File: src/rtl/arb_rr4.sv
// Four-way round-robin arbiter with a hold limit: an owner that keeps requesting
// is preempted after MAX_HOLD cycles if anyone else is waiting.
module arb_rr4 #(
  parameter int unsigned MAX_HOLD = 8
) (
  input  logic       clk,
  input  logic       rst_n,
  input  logic [3:0] req,
  output logic [3:0] gnt,
  output logic [1:0] gnt_id,
  output logic       busy,
  output logic       timeout
);

  // state | meaning
  // IDLE  | no owner, arbitrate on any request
  // GRANT | one owner holds the resource; gnt_id is the owner index
  typedef enum logic {IDLE, GRANT} state_t;

  localparam logic [3:0] MAX_CNT = 4'(MAX_HOLD);

  state_t     state;
  logic [1:0] ptr;
  logic [3:0] cnt;

  logic       win_found;
  logic [1:0] win_idx;
  logic [3:0] cand;
  logic [1:0] probe;

  // Owner bit is masked out so a preempted owner is skipped; on release it is
  // already zero, and in IDLE gnt is zero so all requesters compete.
  always_comb begin
    cand      = req & ~gnt;
    win_found = 1'b0;
    win_idx   = 2'd0;
    probe     = 2'd0;
    for (int i = 0; i < 4; i++) begin
      probe = ptr + 2'(i);
      if (!win_found && cand[probe]) begin
        win_found = 1'b1;
        win_idx   = probe;
      end
    end
  end

  always_ff @(posedge clk) begin
    if (!rst_n) begin
      state   <= IDLE;
      gnt     <= 4'b0000;
      gnt_id  <= 2'd0;
      busy    <= 1'b0;
      timeout <= 1'b0;
      cnt     <= 4'd0;
      ptr     <= 2'd0;
    end else begin
      timeout <= 1'b0;
      if (state == IDLE) begin
        if (win_found) begin
          state  <= GRANT;
          gnt    <= 4'b0001 << win_idx;
          gnt_id <= win_idx;
          busy   <= 1'b1;
          cnt    <= 4'd1;
          ptr    <= win_idx + 2'd1;
        end
      end else if (req[gnt_id]) begin
        if (cnt < MAX_CNT) begin
          cnt <= cnt + 4'd1;
        end else if (win_found) begin
          gnt     <= 4'b0001 << win_idx;
          gnt_id  <= win_idx;
          cnt     <= 4'd1;
          ptr     <= win_idx + 2'd1;
          timeout <= 1'b1;
        end
      end else if (win_found) begin
        gnt    <= 4'b0001 << win_idx;
        gnt_id <= win_idx;
        cnt    <= 4'd1;
        ptr    <= win_idx + 2'd1;
      end else begin
        state  <= IDLE;
        gnt    <= 4'b0000;
        gnt_id <= 2'd0;
        busy   <= 1'b0;
        cnt    <= 4'd0;
      end
    end
  end

endmodule

File: config.mk
export PLATFORM = sky130hd
export DESIGN_NAME = arb_rr4
export DESIGN_NICKNAME = d
export VERILOG_FILES = /design/src/rtl/arb_rr4.sv
export SDC_FILE = /design/constraint.sdc
export NUM_CORES = 1
export LEC_CHECK = 0
export ABC_AREA = 1
export BUFFER_PORTS_ARGS = -buffer_cell sky130_fd_sc_hd__buf_4
export CORE_ASPECT_RATIO = 0.7
export CORE_UTILIZATION = 59
export CTS_BUF_LIST = sky130_fd_sc_hd__clkbuf_8
export DETAILED_ROUTE_END_ITERATION = 10
export PLACE_DENSITY = 0.81
export REMOVE_ABC_BUFFERS = 1
export SLEW_MARGIN = 10
export SYNTH_ARGS = -nofsm -noshare
export SYNTH_HDL_FRONTEND = slang
export SYNTH_SLANG_ARGS = --single-unit
File: constraint.sdc
create_clock -name clk -period 1.94 [get_ports clk]
set_input_delay 0.388 -clock clk [delete_from_list [all_inputs] [get_ports clk]]
set_output_delay 0.388 -clock clk [all_outputs]
set_load 0.01 [all_outputs]
==> summary.md, run 1 <==
| Metric | Value |
|---|---|
| Post-route insts no fill | 201 |
| Finished Core Util | 0.8569 |
| Max clock buf depth | 2 |
| Setup TNS | -0.004010 ns |
| Status | finished with violations |
| Least-Margin Pin Slew | 0.3042 ns |
| RSZ-0062 raised after global routing | yes |
| Area contributors post-synth | dfxtp_1, nand2_1, nand3_1, nand3_2, ha_1 |
| Die Y | 38.82 um |
| DRT iter0 DRCs | 48 |
| Simple-Gate Fraction of Synth Area | 0.5093 |
| Synth-to-layout area growth | 27.27% |
| Antenna violations before repair | 0 |
| Area leader, netlist | dfxtp_1 |
| Sink Count | 15 |
| N_diodes | 0 |
| Final net count | 192 |
| Final Hold Vio Count | 0 |
| Slew headroom | 0.7959 |
| Fmax | 514.4 MHz |
| Synthesized cell area | 1142 sq um |
| Post-DP HPWL | 2163 um |
| Die footprint | 2119 sq um |
| Main combinational cell family by area after synthesis | simple AND/OR/NAND/NOR gates |
| Yosys top cell area share | 0.2629 |
| Largest net degree at the start of global routing | 11 |
| Pre-Repair DR Iteration Count | 4 |
| Crit Path Category | reg -> reg |
| Max-slew violation count | 0 |
| Core Area | 1697 sq um |
| Via Count | 1212 |
| Row count | 12 |
| Pwr dens | 1912 nW/um^2 |
| Post-Synth XOR/XNOR Area | 0.007667 |
| Clock Skews | 0.003677 ns |
| Clock root buffer | clkbuf_8 |
| Worst setup SP type | register |
| Worst setup EP type | register |
| Max Cap Viol | 0 |
| IO Port Bufs | 13 |
| WP data required | 2.08 ns |
| Critical-path maximum fanout | 9 |
| Worst VDD drop | 1.587 mV |
| GRT Overall Usage | 0.3031 |
| Starting Density | 0.6733 |
| First-pass GRT wire length | 4374 um |
| P_leak | 0.6752 nW |
| Chip Width | 54.59 um |
| Via/cell ratio | 6.030 |
| DRT Wirelength | 3136 um |
| Failing checks | setup timing |
| Cell count after synthesis | 155 |
| Hold_buf cts | 0 |
| Worst hold margin | 0.4260 ns |
| Top Ports | 14 |
| Num CTS Buffers | 3 |
| Layout cell share with drive strength beyond 1 | 0.4056 |
| Yosys cell types | 28 |
| Post-synthesis sequential area ratio | 0.2629 |
| Most frequent cells in the layout | nand2_1, buf_4, nand3_1 |
| Final WS setup | -0.004010 ns |
| Post-Syn Area per Cell | 7.370 sq um |
| Post-synthesis compound-gate area fraction | 0.07448 |
| Synth Area in Adders | 0.05476 |
| Period utilisation layout | 1.002 |
| Residual DRC | 0 |
| # setup viols final | 1 |
| Hold crit path type | in -> reg |
| Skew-Pair Late Insertion Delay | 0.25 ns |
| Post-synthesis mux area share | 0 |
| Clock period minus worst slack | 1.944 ns |
| Yosys reg bits | 15 |
| Wire per inst | 15.60 um |
| YS warnings | 0 |
| Gpl congestion | 0.9697 |
| Post-route ant nets | 0 |
| Vias in the first global route | 994 |
| Reg clk slew, reported paths | 0.06 ns |
| Worst slack, placed | 0.02242 ns |
| CTS H-tree lvls | 1 |
| Fill cells | 93 |
| Most common cell after layout, fill and taps aside | nand2_1 |
| WP data arrival | 2.09 ns |
| Gr ovfl total | 0 |
| CTS tree | built |
| Placed Instances | 192 |
## timing repair
item / CTS / global route
buffers inserted: 0 / 5
endpoints found under the setup margin: 0 / 5
hold endpoints to repair: 0 / 0
gates resized for setup: 0 / 19
## logic make-up (layout without fill, tap and decap cells)
family,count (synthesis),count (layout)
DFF,15,15
and+or+nand+nor,98,98
buffers and inverters,21,46
xor gates and xnor gates,1,1
adders and majority gates,5,5
AOI/OAI and AO/OA,15,15
## synthesized netlist by cell type, drive strengths merged
master,instances
a41oi,1
nand4,3
nand2,47
dfxtp,15
o21ai,4
nor3b,1
nor2,15
clkinv,1
inv,18
nor3,1
buf,2
nand3,31
a21oi,9
xor2,1
ha,5
o211ai,1
## per-stage QoR
step / cell area (sq um) / total power, mW
floorplan: 1120 / 1.685
global placement: 1306 / 2.144
detailed placement: 1306 / 2.183
CTS: 1353 / 2.458
global route: 1454 / 2.953
finish: 1454 / 2.780
## where the power goes
part / internal (mW) / leakage [nW] / switching [mW]
clock network: 0.142 / 0.0255 / 0.112
registers: 0.408 / 0.125 / 0.0877
logic: 0.783 / 0.525 / 1.25
## layout make-up
class,instances,area (sq um),area share
Timing Repair Buffer,23,197.7,0.1360
Tap cell,21,26.28,0.01807
Clock buffer,3,41.29,0.02840
Multi-Input combinational cell,119,790.8,0.5439
Inverter,19,88.84,0.06110
Sequential cell,15,304.0,0.2091
Clock inverter,1,5.005,0.003442
## state kept, by name, indices dropped and copies added (netlist names)
| signal | flops |
|---|---|
| gnt | 4 |
| state | 1 |
| timeout | 1 |
| ptr | 2 |
| busy | 1 |
| gnt_id | 2 |
| cnt | 4 |
## worst paths after layout
check | startpoint | to | slack [ns] | depth (start not counted)
setup / recovery | ptr[0] | ptr[1] | -0.004 | 12
hold / removal | rst_n | busy | 0.43 | 3
setup reg to reg | ptr[0] | ptr[1] | -0.004 | 12
hold reg to reg | busy | busy | 0.49 | 2
## metal layers
layer | part of all wire | vias to the layer above | track usage
met4 | 0.0029 | 0 | 0.07692
met3 | 0.12 | 2 | 0.1137
li1 | - | 559 | -
met5 | 0 | - | 0
met1 | 0.44 | 574 | 0.4089
met2 | 0.44 | 77 | 0.4458
## worst max-delay path, cell delays in order (launching register included)
cell and delay [ns]:
dfxtp_2 0.34, buf_12 0.14, nand3_1 0.16, nand3_1 0.15
nand2_2 0.11, buf_4 0.16, nand2_1 0.07, nand2_2 0.07
nand3_4 0.09, inv_1 0.08, ha_1 0.29, o21ai_1 0.12
nor2_1 0.05
Note: power is estimated with default switching activity, not from simulation.
==> inputs of run 2 (changes only) <==
--- a/config.mk
+++ b/config.mk
@@ -8,10 +8,11 @@
 export ABC_AREA = 1
 export BUFFER_PORTS_ARGS = -buffer_cell sky130_fd_sc_hd__buf_4
 export CORE_ASPECT_RATIO = 0.7
+export CORE_MARGIN = 2
 export CORE_UTILIZATION = 59
 export CTS_BUF_LIST = sky130_fd_sc_hd__clkbuf_8
 export DETAILED_ROUTE_END_ITERATION = 10
-export PLACE_DENSITY = 0.81
+export PLACE_DENSITY = 0.85
 export REMOVE_ABC_BUFFERS = 1
 export SLEW_MARGIN = 10
 export SYNTH_ARGS = -nofsm -noshare
==> run 2 against run 1 <==
The run now ends clean. Via count shrank 3.7%. Clock power shrank 4%. Worst setup slack gained 0.047 ns. Clock-buffer cell count is the same. Clock skew shrank 0.0024 ns. Register-to-register slack gained 0.05 ns. Sequential power shrank 1%. Die area grew 9.0%. Fmax grew 2.5%. Largest power group unchanged.
==> summary.md, run 2 (synthesized netlist as in run 1, its figures left out) <==
| Metric | Value |
|---|---|
| Status | finished clean |
| Worst hold margin | 0.4103 ns |
| WP data required | 2.08 ns |
| Final net count | 195 |
| Via Count | 1167 |
| Worst setup SP type | register |
| Area occupied by multi-input gates | 802.0 sq um |
| Core Area | 1838 sq um |
| Slew headroom | 0.7717 |
| Period utilisation layout | 0.9781 |
| Seq. cell area | 302.8 sq um |
| WHS Path Cells | 3 |
| IO Port Bufs | 13 |
| Crit Path Category | reg -> reg |
| Pwr dens | 1871 nW/um^2 |
| Starting Density | 0.6215 |
| Clock root buffer | clkbuf_8 |
| Reg2reg start | ptr[0] |
| Largest net degree at the start of global routing | 11 |
| Gpl congestion | 0.9492 |
| Max-slew violation count | 0 |
| Finished Cell Area | 1489 sq um |
| Max clock buf depth | 2 |
| N_diodes | 0 |
| Residual DRC | 0 |
| Hold Startpoint | rst_n |
| Clock period minus worst slack | 1.897 ns |
| Crit Reg-Reg Endpoint | ptr[1] |
| Row count | 13 |
| CTS tree | built |
| Via/cell ratio | 5.693 |
| Slowest CP cell | dfxtp_2 |
| Antenna violations before repair | 0 |
| DRT iter0 DRCs | 71 |
| Skew-Pair Late Insertion Delay | 0.24 ns |
| Die footprint | 2310 sq um |
| DRT Wirelength | 3116 um |
| Max Cap Viol | 0 |
| Pre-Repair DR Iteration Count | 4 |
| Critical-path maximum fanout | 8 |
| Num CTS Buffers | 3 |
| Regs by FF count | cnt (4), gnt (4) |
| Final WS setup | 0.04250 ns |
| Placed inst area | 1330 sq um |
| Sequential share of power | 0.176 |
| Fmax | 527.0 MHz |
| Chip Width | 56.59 um |
| Power share of the combinational group | 0.737 |
| CP dominant cell by count | nand2_4 |
| Reg clk slew, reported paths | 0.06 ns |
| Layout cell share with drive strength beyond 1 | 0.4098 |
| Final Hold Vio Count | 0 |
| CTS H-tree lvls | 1 |
| Die Y | 40.82 um |
| Synth-to-layout area growth | 30.34% |
| Hold crit path type | in -> reg |
| GRT Overall Usage | 0.2507 |
| Bufs and invs on worst path | 3 |
| Post-route ant nets | 0 |
| Wire per inst | 15.20 um |
| # setup viols final | 0 |
| P_leak | 0.6913 nW |
| Worst VDD drop | 1.379 mV |
| WP data arrival | 2.03 ns |
| Cell-internal power | 1.360 mW |
| Switching power total | 1.426 mW |
| CP delay by family, top | simple AND/OR/NAND/NOR gates |
| Setup slack, reg-to-reg | 0.04 ns |
| Top Ports | 14 |
| Cells on worst reg2reg path | 14 |
| Worst path max stage delay | 0.33 ns |
| Worst slack, placed | 0.0008045 ns |
| Post-DP HPWL | 2134 um |
| Most common cell after layout, fill and taps aside | nand2_1 |
| Fill cells | 112 |
| Worst setup EP type | register |
| CP cell instances | buf_12 -> clkinv_8 -> nand2_4 -> nand2_4 -> nand3_2 -> nand2_4 -> nand2_2 -> nor2_4 -> nand2_4 -> nand3_2 -> inv_1 -> ha_1 -> o21ai_2 -> nor2_1 |
| Vias in the first global route | 908 |
| Least-Margin Pin Slew | 0.3403 ns |
| First-pass GRT wire length | 4167 um |
| Sink Count | 15 |
| Most frequent cells in the layout | nand2_1, buf_4, nand3_1 |
| RSZ-0062 raised after global routing | yes |
| Gr ovfl total | 0 |
| Sw Ratio | 0.5119 |
| Clock Skews | 0.001235 ns |
| Hold path endpoint | ptr[1] |
| Power share of the clock group | 0.087 |
-- run 2: how the worst max path moves through the flow --
stage | cells past startpoint | slack (ns) | start | endpoint
final | 14 | 0.04 | ptr[0] | ptr[1]
after global routing | 14 | -0.05 | ptr[0] | ptr[1]
after CTS | 13 | 0.04 | ptr[0] | ptr[1]
after detailed placement | 13 | 0.0008 | ptr[0] | ptr[1]
after global placement | 13 | 0.01 | req[1] | ptr[1]
after floorplan | 12 | 0.04 | ptr[0] | ptr[1]
-- run 2: what timing repair did --
item | CTS | global route
pin swaps | 0 | 13
gates resized for setup | 2 | 18
setup buffers | 0 | 5
setup endpoints to repair | 1 | 5
hold buffers | 0 | 0
-- run 2: final cells by class --
class,count,area share
timing repair buffer,26,0.1479
inverter,19,0.06134
sequential,15,0.2034
tap,22,0.01849
clock buffer,3,0.02773
multi-input combinational,119,0.5387
clock inverter,1,0.002521
-- run 2: per-layer routing --
layer / track usage / vias to the layer above / share of wire
met5: 0 / - / 0
met4: 0.03571 / 0 / 0.018
met3: 0.06940 / 7 / 0.087
met2: 0.4012 / 65 / 0.43
met1: 0.3490 / 531 / 0.46
li1: - / 564 / -
-- run 2: metrics by stage --
stage | setup TNS (ns) | cells | total power, mW | util
after global placement | 0 | 196 | 2.217 | 0.7236
after global routing | -0.07952 | 205 | 2.960 | 0.8101
after detailed placement | 0 | 196 | 2.244 | 0.7236
after CTS | 0 | 200 | 2.519 | 0.7522
after floorplan | 0 | 153 | 1.685 | -
final | 0 | 205 | 2.786 | 0.8101
-- run 2: worst register-to-register path, delay by kind of cell, from the launching register on --
family / cells / cell delay, ns
AND/OR/NAND/NOR: 9 / 0.77
flip-flops: 1 / 0.33
adder cells (fa/ha/maj): 1 / 0.30
buffers and inverters: 3 / 0.28
AO/OA/AOI/OAI: 1 / 0.11
-- run 2: power groups by stage --
stage	logic [mW]	clock network (mW)	registers, mW
finish	2.05	0.243	0.491
detailed placement	1.75	0	0.491
floorplan	1.15	0	0.534
global placement	1.74	0	0.481
CTS	1.79	0.243	0.486
global route	2.20	0.257	0.499
